$ cat config.mk
export PLATFORM = sky130hd
export DESIGN_NAME = sync_fifo_param
export DESIGN_NICKNAME = d
export VERILOG_FILES = /design/src/rtl/sync_fifo_param.sv
export SDC_FILE = /design/constraint.sdc
export NUM_CORES = 1
export LEC_CHECK = 0
export ABC_AREA = 1
export CORE_AREA = 8 8 105 107
export CTS_BUF_LIST = sky130_fd_sc_hd__clkbuf_2 sky130_fd_sc_hd__clkbuf_4 sky130_fd_sc_hd__clkbuf_8
export DETAILED_ROUTE_END_ITERATION = 16
export DIE_AREA = 0 0 113 115
export PLACE_DENSITY = 0.67
export SYNTH_ARGS = -nofsm -noshare
export SYNTH_HDL_FRONTEND = slang
export SYNTH_SLANG_ARGS = --single-unit
$ cat constraint.sdc
create_clock -name clk -period 2 [get_ports clk]
set_input_delay 0.3 -clock clk [delete_from_list [all_inputs] [get_ports clk]]
set_output_delay 0.3 -clock clk [all_outputs]
set_load 0.05 [all_outputs]
$ cat src/rtl/sync_fifo_param.sv
`default_nettype none
// ============================================================================
// Module   : sync_fifo_param
// Purpose  : Single-clock FIFO with arbitrary (non power-of-two) depth,
//            programmable almost-full / almost-empty thresholds, occupancy
//            count, sticky overflow / underflow flags and a read_valid
//            qualifier.
// Ports    : clk, reset         - rising-edge clock, synchronous active-high
//                                  reset
//            write_en/write_data - push request and data
//            read_en             - pop request
//            read_data/read_valid- popped data and its qualifier
//            full, empty, almost_full, almost_empty, count
//                                - status decoded from the registered count
//            overflow, underflow - sticky error flags, cleared by reset
// Options  : SYNC_FIFO_FWFT_EN   - when defined, first-word-fall-through read
//                                  (read_data shows the head word, read_en
//                                  acknowledges it); otherwise registered read
//                                  with one cycle of latency.
// Revision : 1.0 - initial release
// ============================================================================
module sync_fifo_param #(
   parameter int DEPTH     = 8,
   parameter int WIDTH     = 8,
   parameter int AF_THRESH = DEPTH - 1,
   parameter int AE_THRESH = 1,
   parameter int CW        = $clog2(DEPTH + 1)
) (
   input  logic             clk,
   input  logic             reset,
   input  logic             write_en,
   input  logic [WIDTH-1:0] write_data,
   input  logic             read_en,
   output logic [WIDTH-1:0] read_data,
   output logic             read_valid,
   output logic             full,
   output logic             empty,
   output logic             almost_full,
   output logic             almost_empty,
   output logic [CW-1:0]    count,
   output logic             overflow,
   output logic             underflow
);

   localparam int            PW        = (DEPTH > 1) ? $clog2(DEPTH) : 1;
   localparam logic [PW-1:0] PTR_LAST  = PW'(DEPTH - 1);
   localparam logic [CW-1:0] CNT_FULL  = CW'(DEPTH);
   localparam logic [CW-1:0] CNT_AF    = CW'(AF_THRESH);
   localparam logic [CW-1:0] CNT_AE    = CW'(AE_THRESH);

   logic [WIDTH-1:0] mem [DEPTH];
   logic [PW-1:0]    wr_ptr;
   logic [PW-1:0]    rd_ptr;
   logic             rd_acc;
   logic             wr_acc;

   // A write into a full FIFO is allowed only when a read frees a slot in
   // the same cycle.
   assign rd_acc = read_en && !empty;
   assign wr_acc = write_en && (!full || rd_acc);

   // Status is decoded purely from the registered count, so no input reaches
   // an output combinationally.
   assign full         = (count == CNT_FULL);
   assign empty        = (count == '0);
   assign almost_full  = (count >= CNT_AF);
   assign almost_empty = (count <= CNT_AE);

   // Pointers, occupancy and sticky error flags
   always_ff @(posedge clk) begin
      if (reset) begin
         wr_ptr    <= '0;
         rd_ptr    <= '0;
         count     <= '0;
         overflow  <= 1'b0;
         underflow <= 1'b0;
      end else begin
         // Wrap by explicit compare so non power-of-two depths work.
         if (wr_acc) begin
            wr_ptr <= (wr_ptr == PTR_LAST) ? '0 : wr_ptr + PW'(1);
         end
         if (rd_acc) begin
            rd_ptr <= (rd_ptr == PTR_LAST) ? '0 : rd_ptr + PW'(1);
         end
         if (wr_acc && !rd_acc) begin
            count <= count + CW'(1);
         end else if (!wr_acc && rd_acc) begin
            count <= count - CW'(1);
         end
         if (write_en && !wr_acc) begin
            overflow <= 1'b1;
         end
         if (read_en && !rd_acc) begin
            underflow <= 1'b1;
         end
      end
   end

   // Storage is not reset; writes in the reset cycle are discarded.
   always_ff @(posedge clk) begin
      if (!reset && wr_acc) begin
         mem[wr_ptr] <= write_data;
      end
   end

`ifdef SYNC_FIFO_FWFT_EN
   // Head word is always presented; read_en merely acknowledges it.
   assign read_data  = mem[rd_ptr];
   assign read_valid = !empty;
`else
   // Registered read: data appears one cycle after an accepted pop and holds
   // its value otherwise.
   always_ff @(posedge clk) begin
      if (reset) begin
         read_data  <= '0;
         read_valid <= 1'b0;
      end else begin
         read_valid <= rd_acc;
         if (rd_acc) begin
            read_data <= mem[rd_ptr];
         end
      end
   end
`endif

endmodule
`default_nettype wire

==> impl_metrics.yaml <==
job:
  maxCapViolCount: 0
placed_design:
  placed_cells: 530
  hpwl_mm: 5.59
  routabilityCongestion: 0.839
  port_buffers: 30
synth:
  synthAdderAreaFrac_pct: 2.66
  synth_ff_type: "edfxtp_1"
  synth_compound_area_share_pct: 4.80
  synth-warning-count: 0
  syn_inst: 381
  yosys_register_bits: 85
  syn-num-nets: 401
  synth-simple-area-share_pct: 21.1
  synth_top_family_by_area: "simple AND/OR/NAND/NOR gates"
  muxShareOfSynthArea_pct: 0
  synth_edf_count: 64
  ys_types: 25
  synth_xor_area_share_pct: 0.233
  avgSynthCellArea_um2: 9.86
  netlist_area_um2: 3760
  async_flop_share_pct: 0
  ys_seq_area_share_pct: 62.3
cts:
  clockBufferDepth: 2
  cts_buffers: 9
  cts.reportedPaths.clkPinSlew_ps: 70
  tritoncts: "yes"
  h-tree-depth: 3
  post_cts_buffers: 0
  cts_hold_buf: 0
  clock_latency_ps: 350
  cts_root_buf: "clkbuf_8"
  cts_num_sinks: 85
setup_path:
  worstPathMaxFanout: 5
  crit_buf_inv: 1
  max_stage_delay_ps: 860
  critPathTopFamily: "buffers and inverters"
  crit_required_ps: 1700
  crit_chain: "clkdlybuf4s50_1"
  arrival_ps: 1650
  critPathCaptureType: "output port"
  slowest_stage: "clkdlybuf4s50_1"
  setup.worst_path.class: "flip-flop to output port"
  cp-start-kind: "flip-flop"
layout:
  diodes: 0
  multi_input_area_um2: 1120
  post_route_cells_drive_above_1_share_pct: 16.0
  syn_to_final_growth_pct: 20.0
  utilization_pct: 47.7
  fin_nets: 447
  stdcell_count: 545
  num-fill-cells: 843
  seq_area_um2: 2350
detailed_routing:
  firstDrtPassIters: 5
  ant_nets: 0
  drt-total-wl_mm: 7.71
  via_count: 2620
  drtIter0Drc: 185
  viasPerCell: 4.81
  wire_per_inst_um: 14.2
  drc: 0
die:
  die_width_um: 113
  rows: 36
  dieArea_um2: 13000
  die_h_um: 115
  coreArea_um2: 9460
  initial_core_util_pct: 39.7
  ioPinCount: 31
sta:
  period_minus_slack_ps: 1950
  hold_viol_final: 0
  fin_worst_skew_ps: 7.07
  rsz0062_at_grt: "no"
  fin_crit_sh_pct: 97.4
  tightest_slew_ps: 522
  holdWs_ps: 460
  max_freq_mhz: 513
  drv_slew: 0
  max-slew-margin-rel_pct: 65.1
  setup_viol: 0
worst_hold_path:
  hold_class: "flip-flop to flip-flop"
power_and_ir_drop:
  power.density_nw_per_um2: 1320
  ir_drop_mv: 0.478
  p_leak_nw: 1.88
global_routing:
  grt_pass1_vias: 2498
  antenna_found_initial: 0
  grt-ovfl-total: 0
  grt_pass1_wl_mm: 12.7
  grt_usage_pct: 12.5
  grt_max_degree: 34
run_status:
  status: "completed"
-- per-stage QoR --
stage / TNS (ps) / setup WS [ps] / total power, mW / instance area [um^2]
6_report: 0 / 51.9 / 5.93 / 4510
5_1_grt: 0 / 2.82 / 6.28 / 4510
4_1_cts: 0 / 23.2 / 5.97 / 4510
3_5_place_dp: 0 / 50.0 / 4.82 / 4320
3_3_place_gp: 0 / 76.5 / 4.77 / 4320
2_1_floorplan: -6310 / -209 / 4.07 / 3810
-- placed cells by master (no fill, tap or decap) --
cell | netlist | layout
edfxtp_1 | 64 | 64
nor3_1 | 1 | 1
clkinv_4 | 0 | 1
buf_4 | 2 | 20
clkbuf_4 | 0 | 2
inv_2 | 6 | 5
nand2_1 | 95 | 94
dfxtp_1 | 21 | 18
dfxtp_2 | 0 | 1
nand2_2 | 5 | 6
o21ai_0 | 10 | 6
clkbuf_8 | 0 | 9
a21oi_2 | 8 | 8
clkinvlp_4 | 0 | 1
clkinv_1 | 1 | 2
buf_12 | 0 | 2
nor2_1 | 21 | 21
nor2_8 | 2 | 2
o21ai_1 | 2 | 6
a21oi_1 | 10 | 10
nor3_4 | 0 | 1
nand2_4 | 1 | 1
ha_4 | 0 | 2
inv_4 | 1 | 4
clkdlybuf4s50_1 | 0 | 26
xnor2_1 | 1 | 1
nand3_1 | 50 | 50
dfxtp_4 | 0 | 2
ha_1 | 8 | 6
inv_1 | 59 | 57
nand3_2 | 1 | 1
bufinv_16 | 0 | 1
-- sequential cells by signal (all words and copies together) (netlist names) --
register / flops
count: 4
mem: 64
overflow: 1
rd_ptr: 3
read_data: 8
read_valid: 1
underflow: 1
wr_ptr: 3
-- report_power, final --
part / internal (mW) / switching, mW
registers: 2.08 / 0.158
clock network: 0.596 / 0.562
logic: 0.885 / 1.65
total: 3.56 / 2.37
-- worst reg2reg max path: stages, from the launching register on --
cell	delay [ps]
dfxtp_4	370
inv_4	70
ha_4	160
inv_4	60
nor3_4	160
nand2_1	80
nand2_2	90
inv_2	70
ha_4	230
a21oi_1	100
o21ai_0	130
o21ai_1	140
a21oi_1	50
-- what timing repair did --
| item | 4_1_cts | 5_1_grt |
|---|---|---|
| setup endpoints to repair | 0 | 1 |
| resized for setup | 0 | 1 |
| endpoints found under the hold margin | 0 | 0 |
-- kinds of logic (layout without fill, tap and decap cells) --
group | count (synthesis) | in the layout
flip-flops | 85 | 85
adder cells (fa/ha/maj) | 8 | 8
AO/OA/AOI/OAI | 30 | 30
buffers and inverters | 80 | 130
XOR/XNOR | 1 | 1
AND/OR/NAND/NOR | 177 | 177
-- final cells by class --
class / instances / area share (%)
clock inverters: 4 / 1.11
multi-input cells: 216 / 24.7
repair buffers: 48 / 9.99
well taps: 114 / 3.16
clock buffers: 11 / 3.08
flip-flops and latches: 85 / 52.1
inverters: 67 / 5.80
-- synth_stat cells (2+ instances only) --
master	n	area share (%)
inv_2	6	0.60
buf_2	9	1.2
nand3_1	50	6.7
nand2_1	95	9.5
inv_1	59	5.9
dfxtp_1	21	11
ha_1	8	2.7
o21ai_0	10	1.3
nor2_1	21	2.1
a21oi_1	10	1.3
a21oi_2	8	1.9
o21ai_1	2	0.27
nand2_2	5	0.83
nor2_8	2	1.1
edfxtp_1	64	51
buf_4	2	0.40
-- worst paths after layout --
path                  from  endpoint  slack (ps)  depth (start not counted)
hold reg to reg   overflow  overflow         460                          2
setup / recovery  count[2]  count[2]          50                          1
hold / removal    overflow  overflow         460                          2
setup reg to reg  count[0]  count[2]         170                         12
-- per-layer routing --
metal  track usage [%]  vias up  part of all wire [%]
met5                 0        -                     0
met4              5.06        0                   2.1
met3              3.41       14                   7.5
met2              19.0       96                    45
met1              16.7     1189                    45
li1                  -     1321                     -
Power figures use the tool's default switching activity.
==> edit 1: new RTL, same settings <==
Add a define of `SYNC_FIFO_FWFT_EN`.
--- a/src/rtl/sync_fifo_param.sv
+++ b/src/rtl/sync_fifo_param.sv
@@ -19,6 +19,8 @@
 //                                  with one cycle of latency.
 // Revision : 1.0 - initial release
 // ============================================================================
+`define SYNC_FIFO_FWFT_EN
+
 module sync_fifo_param #(
    parameter int DEPTH     = 8,
    parameter int WIDTH     = 8,
Function: changed (Yosys sat finds a counterexample within 4 cycles, from zero or initial values and one cycle with reset high).
==> edit 1 against the unedited design <==
  * Via count is 8.9% lower
  * Clock skew is 0.0019 ns higher
  * Critical path type unchanged
  * Fmax is 4.7% higher
  * Critical path depth stayed put
  * Design area is 7.8% lower
  * Area after synthesis is 8.7% lower
  * Total power is 1.3% higher
  * Wire length is 7.4% lower
  * Combinational power is 17% higher
  * Sequential cell count is 6 lower
  * Worst setup slack better by 0.087 ns
  * Utilization is 3.7 points lower
  * Synthesized cell count is 14% lower
==> edit 1: results (changes against the unedited design) <==
status=finished clean; Synth Warn #=0 (unchanged); ys async rst share=0 (unchanged); PortBufs=30 (unchanged); DR iter-0 viols=137 (-26%); DP Wirelength=5010 um (-10%); Placer Congestion=0.819 (-2.3%); Int Pwr=0.00338 W (-5.1%); Largest delay share family, worst path=buffers and inverters; share of layout cells above drive strength 1=0.178 (+0.0184); final net count=397 (-11%); count of cell types in the netlist=27 (+8.0%); Synthesized Nets=347 (-13%); DR pass1 iterations=4 (-1); post-CTS setup buffer count=0 (unchanged); Worst VDD drop=1430 uV (+200%); slowest cell delay on critical path=between 0.8 and 0.9 ns; Arr. time, crit path=1.56 ns (-0.09 ns); WL final=7150 um (-7.4%); placed cells=480 (-9.4%); min-delay src=overflow; Worst-Margin Slew=0.554 ns (+0.0323 ns); CP Max Fanout=5 (unchanged); GRT Total Usage=0.117 (-0.00849); # fillers=912 (+8.2%); Worst Skew=0.00893 ns (+0.00186 ns); ranking of synthesized cells by area=edfxtp_1 56%, nor2_1 9.0%, dfxtp_1 8.8%; diode count=0 (unchanged); via/cell ratio=4.82 (+0.27%); initial antenna violation count=0 (unchanged); Worst Setup SP=count[1]; vias in the first global route=2413 (-3.4%); dpl ws=0.0745 ns (+0.0245 ns); Lkg Pwr=1.65 nW (-12%); Crit Reg-Reg Startpoint=count[0]; CTS max path bufs=2 (unchanged); first-pass GRT wire length=11800 um (-6.9%); register area share after synthesis=0.648 (+0.0243); Synth Flop Type=edfxtp_1; worst skew pair latency=roughly 0.34 ns; biggest regs=mem x64, count x4; Hold Path Class=register to register; CP max stage cell=clkdlybuf4s50_1; total CTS buffers=9 (unchanged); CTS H-tree lvls=3 (unchanged); Mapped Avg Cell Area=10.5 um2 (+6.4%); root buffer cell=clkbuf_8; Routed Antenna Nets=0 (unchanged); final non-filler cell total=495 (-9.2%); Worst-path clk slew=roughly 0.080 ns; largest net degree at the start of global routing=33 (-2.9%); synth cell count leaders=82 x nor2_1, 64 x edfxtp_1, 57 x nand2_1, 34 x o21ai_1; cell taking the most area after synthesis=edfxtp_1; Post-synth EDFFs=64 (unchanged)
-- edit 1: cell count changes after synthesis, sizes merged, moves of 3 or more --
cell   delta
a21oi    -12
nand4     +3
nor2     +59
nor3      +3
nand2    -43
o21ai    +28
dfxtp     -6
nand3    -44
inv      -45
-- edit 1: per-stage QoR --
stage	instance area, um2	hold WS (ns)
after floorplan	3460	0.362
after global placement	3980	0.452
after detailed placement	3980	0.458
after CTS	4140	0.474
after global routing	4160	0.485
final	4160	0.473
-- edit 1: worst register-to-register path: cells and delay by family (launching register included) --
family | cells | cell delay (ns)
DFF | 1 | 0.37
buffers and inverters | 2 | 0.17
AOI/OAI and AO/OA | 1 | 0.12
and+or+nand+nor | 5 | 0.47
adders and majority gates | 2 | 0.60
-- edit 1: final timing paths --
check        endpoint  slack (ns)  cells past startpoint
max          count[1]        0.14                      1
min          overflow        0.47                      2
max reg2reg  count[2]        0.16                     10
min reg2reg  overflow        0.47                      2
-- edit 1: power by group through the flow --
| stage | Sequential, W | Combinational (W) | Clock (W) |
|---|---|---|---|
| final | 0.00205 | 0.00297 | 0.000992 |
| after global routing | 0.00207 | 0.00322 | 0.00108 |
| after CTS | 0.00205 | 0.00298 | 0.00102 |
| after detailed placement | 0.00207 | 0.00296 | 0 |
| after global placement | 0.00207 | 0.00293 | 0 |
| after floorplan | 0.00219 | 0.00194 | 0 |
-- edit 1: cell type report --
cell class,instances,area share
inverters,21,0.0202
well taps,114,0.0343
repair buffers,52,0.120
clock buffers,9,0.0298
multi-input cells,214,0.251
clock inverters,6,0.00872
flip-flops and latches,79,0.536
-- edit 1: what timing repair did --
item                       4_1_cts  5_1_grt
hold endpoints to repair         0        0
setup endpoints to repair        4       12
gates resized for setup          2        8
pin swaps                        0        0
-- edit 1: logic make-up (layout without fill, tap and decap cells) --
kind of cell	Yosys count	after routing	synth area share
simple gates	157	157	0.191
fa+ha+maj	8	8	0.0292
flops	79	79	0.648
xor+xnor	1	1	0.00255
compound gates	48	48	0.0726
buf+inv	34	88	0.0569
-- edit 1: per-layer routing --
layer	global-route usage	up-vias	routed length [um]
li1	-	1196	-
met1	0.139	1125	3270
met2	0.195	55	3310
met3	0.0320	10	469
met4	0.0524	0	98
met5	0	-	0
==> edit 2: new RTL, same settings <==
Without the edit above. Put one more register stage on the output `underflow`, cleared by the reset. The value now appears one clock later. The other outputs are not delayed to match.
--- a/src/rtl/sync_fifo_param.sv
+++ b/src/rtl/sync_fifo_param.sv
@@ -48,6 +48,8 @@
    localparam logic [CW-1:0] CNT_AF    = CW'(AF_THRESH);
    localparam logic [CW-1:0] CNT_AE    = CW'(AE_THRESH);
 
+   logic underflow_s0;
+
    logic [WIDTH-1:0] mem [DEPTH];
    logic [PW-1:0]    wr_ptr;
    logic [PW-1:0]    rd_ptr;
@@ -73,7 +75,7 @@
          rd_ptr    <= '0;
          count     <= '0;
          overflow  <= 1'b0;
-         underflow <= 1'b0;
+         underflow_s0 <= 1'b0;
       end else begin
          // Wrap by explicit compare so non power-of-two depths work.
          if (wr_acc) begin
@@ -91,7 +93,7 @@
             overflow <= 1'b1;
          end
          if (read_en && !rd_acc) begin
-            underflow <= 1'b1;
+            underflow_s0 <= 1'b1;
          end
       end
    end
@@ -123,6 +125,14 @@
    end
 `endif
 
+   always_ff @(posedge clk) begin
+      if (reset) begin
+         underflow <= '0;
+      end else begin
+         underflow <= underflow_s0;
+      end
+   end
+
 endmodule
 `default_nettype wire
 
Formal check against the unedited RTL: not equivalent (a bounded check fails within 4 cycles, from zero or initial values and one cycle with reset high).
==> edit 2 against the unedited design <==
  * Die area did not move
  * Total power rose by 0.13%
  * Critical path depth did not move
  * Design area fell by 0.33%
  * Wire length rose by 0.76%
  * Worst setup slack improved by 0.092 ns
  * Area after synthesis fell by 0.37%
  * Largest power group unchanged
  * Sequential cell count rose by 1
==> edit 2: results (changes against the unedited design) <==
met2 GRT Util=0.195 (+0.00556); via/cell ratio=4.90 (+1.9%); CP Max Fanout=2 (-3); slowest cell delay on critical path=0.82 ns (-0.04 ns); vias in the first global route=2481 (-0.68%); fin area=4500 um2 (-0.33%); DP Wirelength=5270 um (-5.8%); Hold Slack=0.437 ns (-0.0228 ns); global-route met3 utilization=0.0336 (-0.000525); largest net degree at the start of global routing=35 (+2.9%); Worst VDD drop=477 uV (-0.21%); Seq. cell area=2370 um2 (+0.85%); # fillers=872 (+3.4%); share of layout cells above drive strength 1=0.134 (-0.0261); met1 usage=0.158 (-0.00853); DR iter-0 viols=216 (+17%); min-delay src=underflow_s0; drt wl/cell=14.2 um (+0.40%); nonclk buf count=47 (-2.1%); Lkg Pwr=1.89 nW (+0.75%); final non-filler cell total=547 (+0.37%); ranking of synthesized cells by area=edfxtp_1 51%, dfxtp_1 12%, nand2_1 9.8%; comb pwr=0.00240 W (-6%); count of cell types in the netlist=23 (-8.0%); first-pass GRT wire length=12400 um (-1.8%); Worst-path clk slew=0.09 ns (+0.02 ns); dpl ws=0.0560 ns (+0.00599 ns); total power=0.00594 W (+0.13%); GRT Total Usage=0.126 (+0.000197); multi-input gate share of the layout cell area=0.240 (-0.00724); Reg2Reg Setup Slack=0.15 ns (-0.02 ns); register area share after synthesis=0.631 (+0.00764); clock network area share=0.0465 (+0.00459); status=finished clean; Int Pwr=0.00351 W (-1.4%); Placer Congestion=0.816 (-2.8%); Arr. time, crit path=1.56 ns (-0.09 ns)
[edit 2: cell types whose count changed after synthesis, sizes merged]
cell,delta
nand2,-1
nor2,+2
dfxtp,+1
clkbuf,+1
[edit 2: kinds of logic after synthesis]
logic type | Yosys count
and+or+nand+nor | 178
AOI/OAI and AO/OA | 30
buffers and inverters | 81
adders and majority gates | 8
xor gates and xnor gates | 1
DFF | 86
[edit 2: worst max path at each step]
stage / to / startpoint
5_1_grt: count[2] / count[1]
3_3_place_gp: count[2] / read_en
4_1_cts: count[0] / count[0]
3_5_place_dp: count[2] / read_en
6_report: read_data[3] / read_data[3]
2_1_floorplan: count[2] / count[1]
[edit 2: per-layer routing]
| metal | routed length, um | share of wire |
|---|---|---|
| met1 | 3360 | 0.43 |
| met3 | 622 | 0.080 |
| met5 | 0 | 0 |
| met4 | 174 | 0.022 |
| met2 | 3610 | 0.46 |
[edit 2: what timing repair did]
item	CTS	global route
setup endpoints to repair	1	0
resized for setup	1	0
hold buffers	0	0
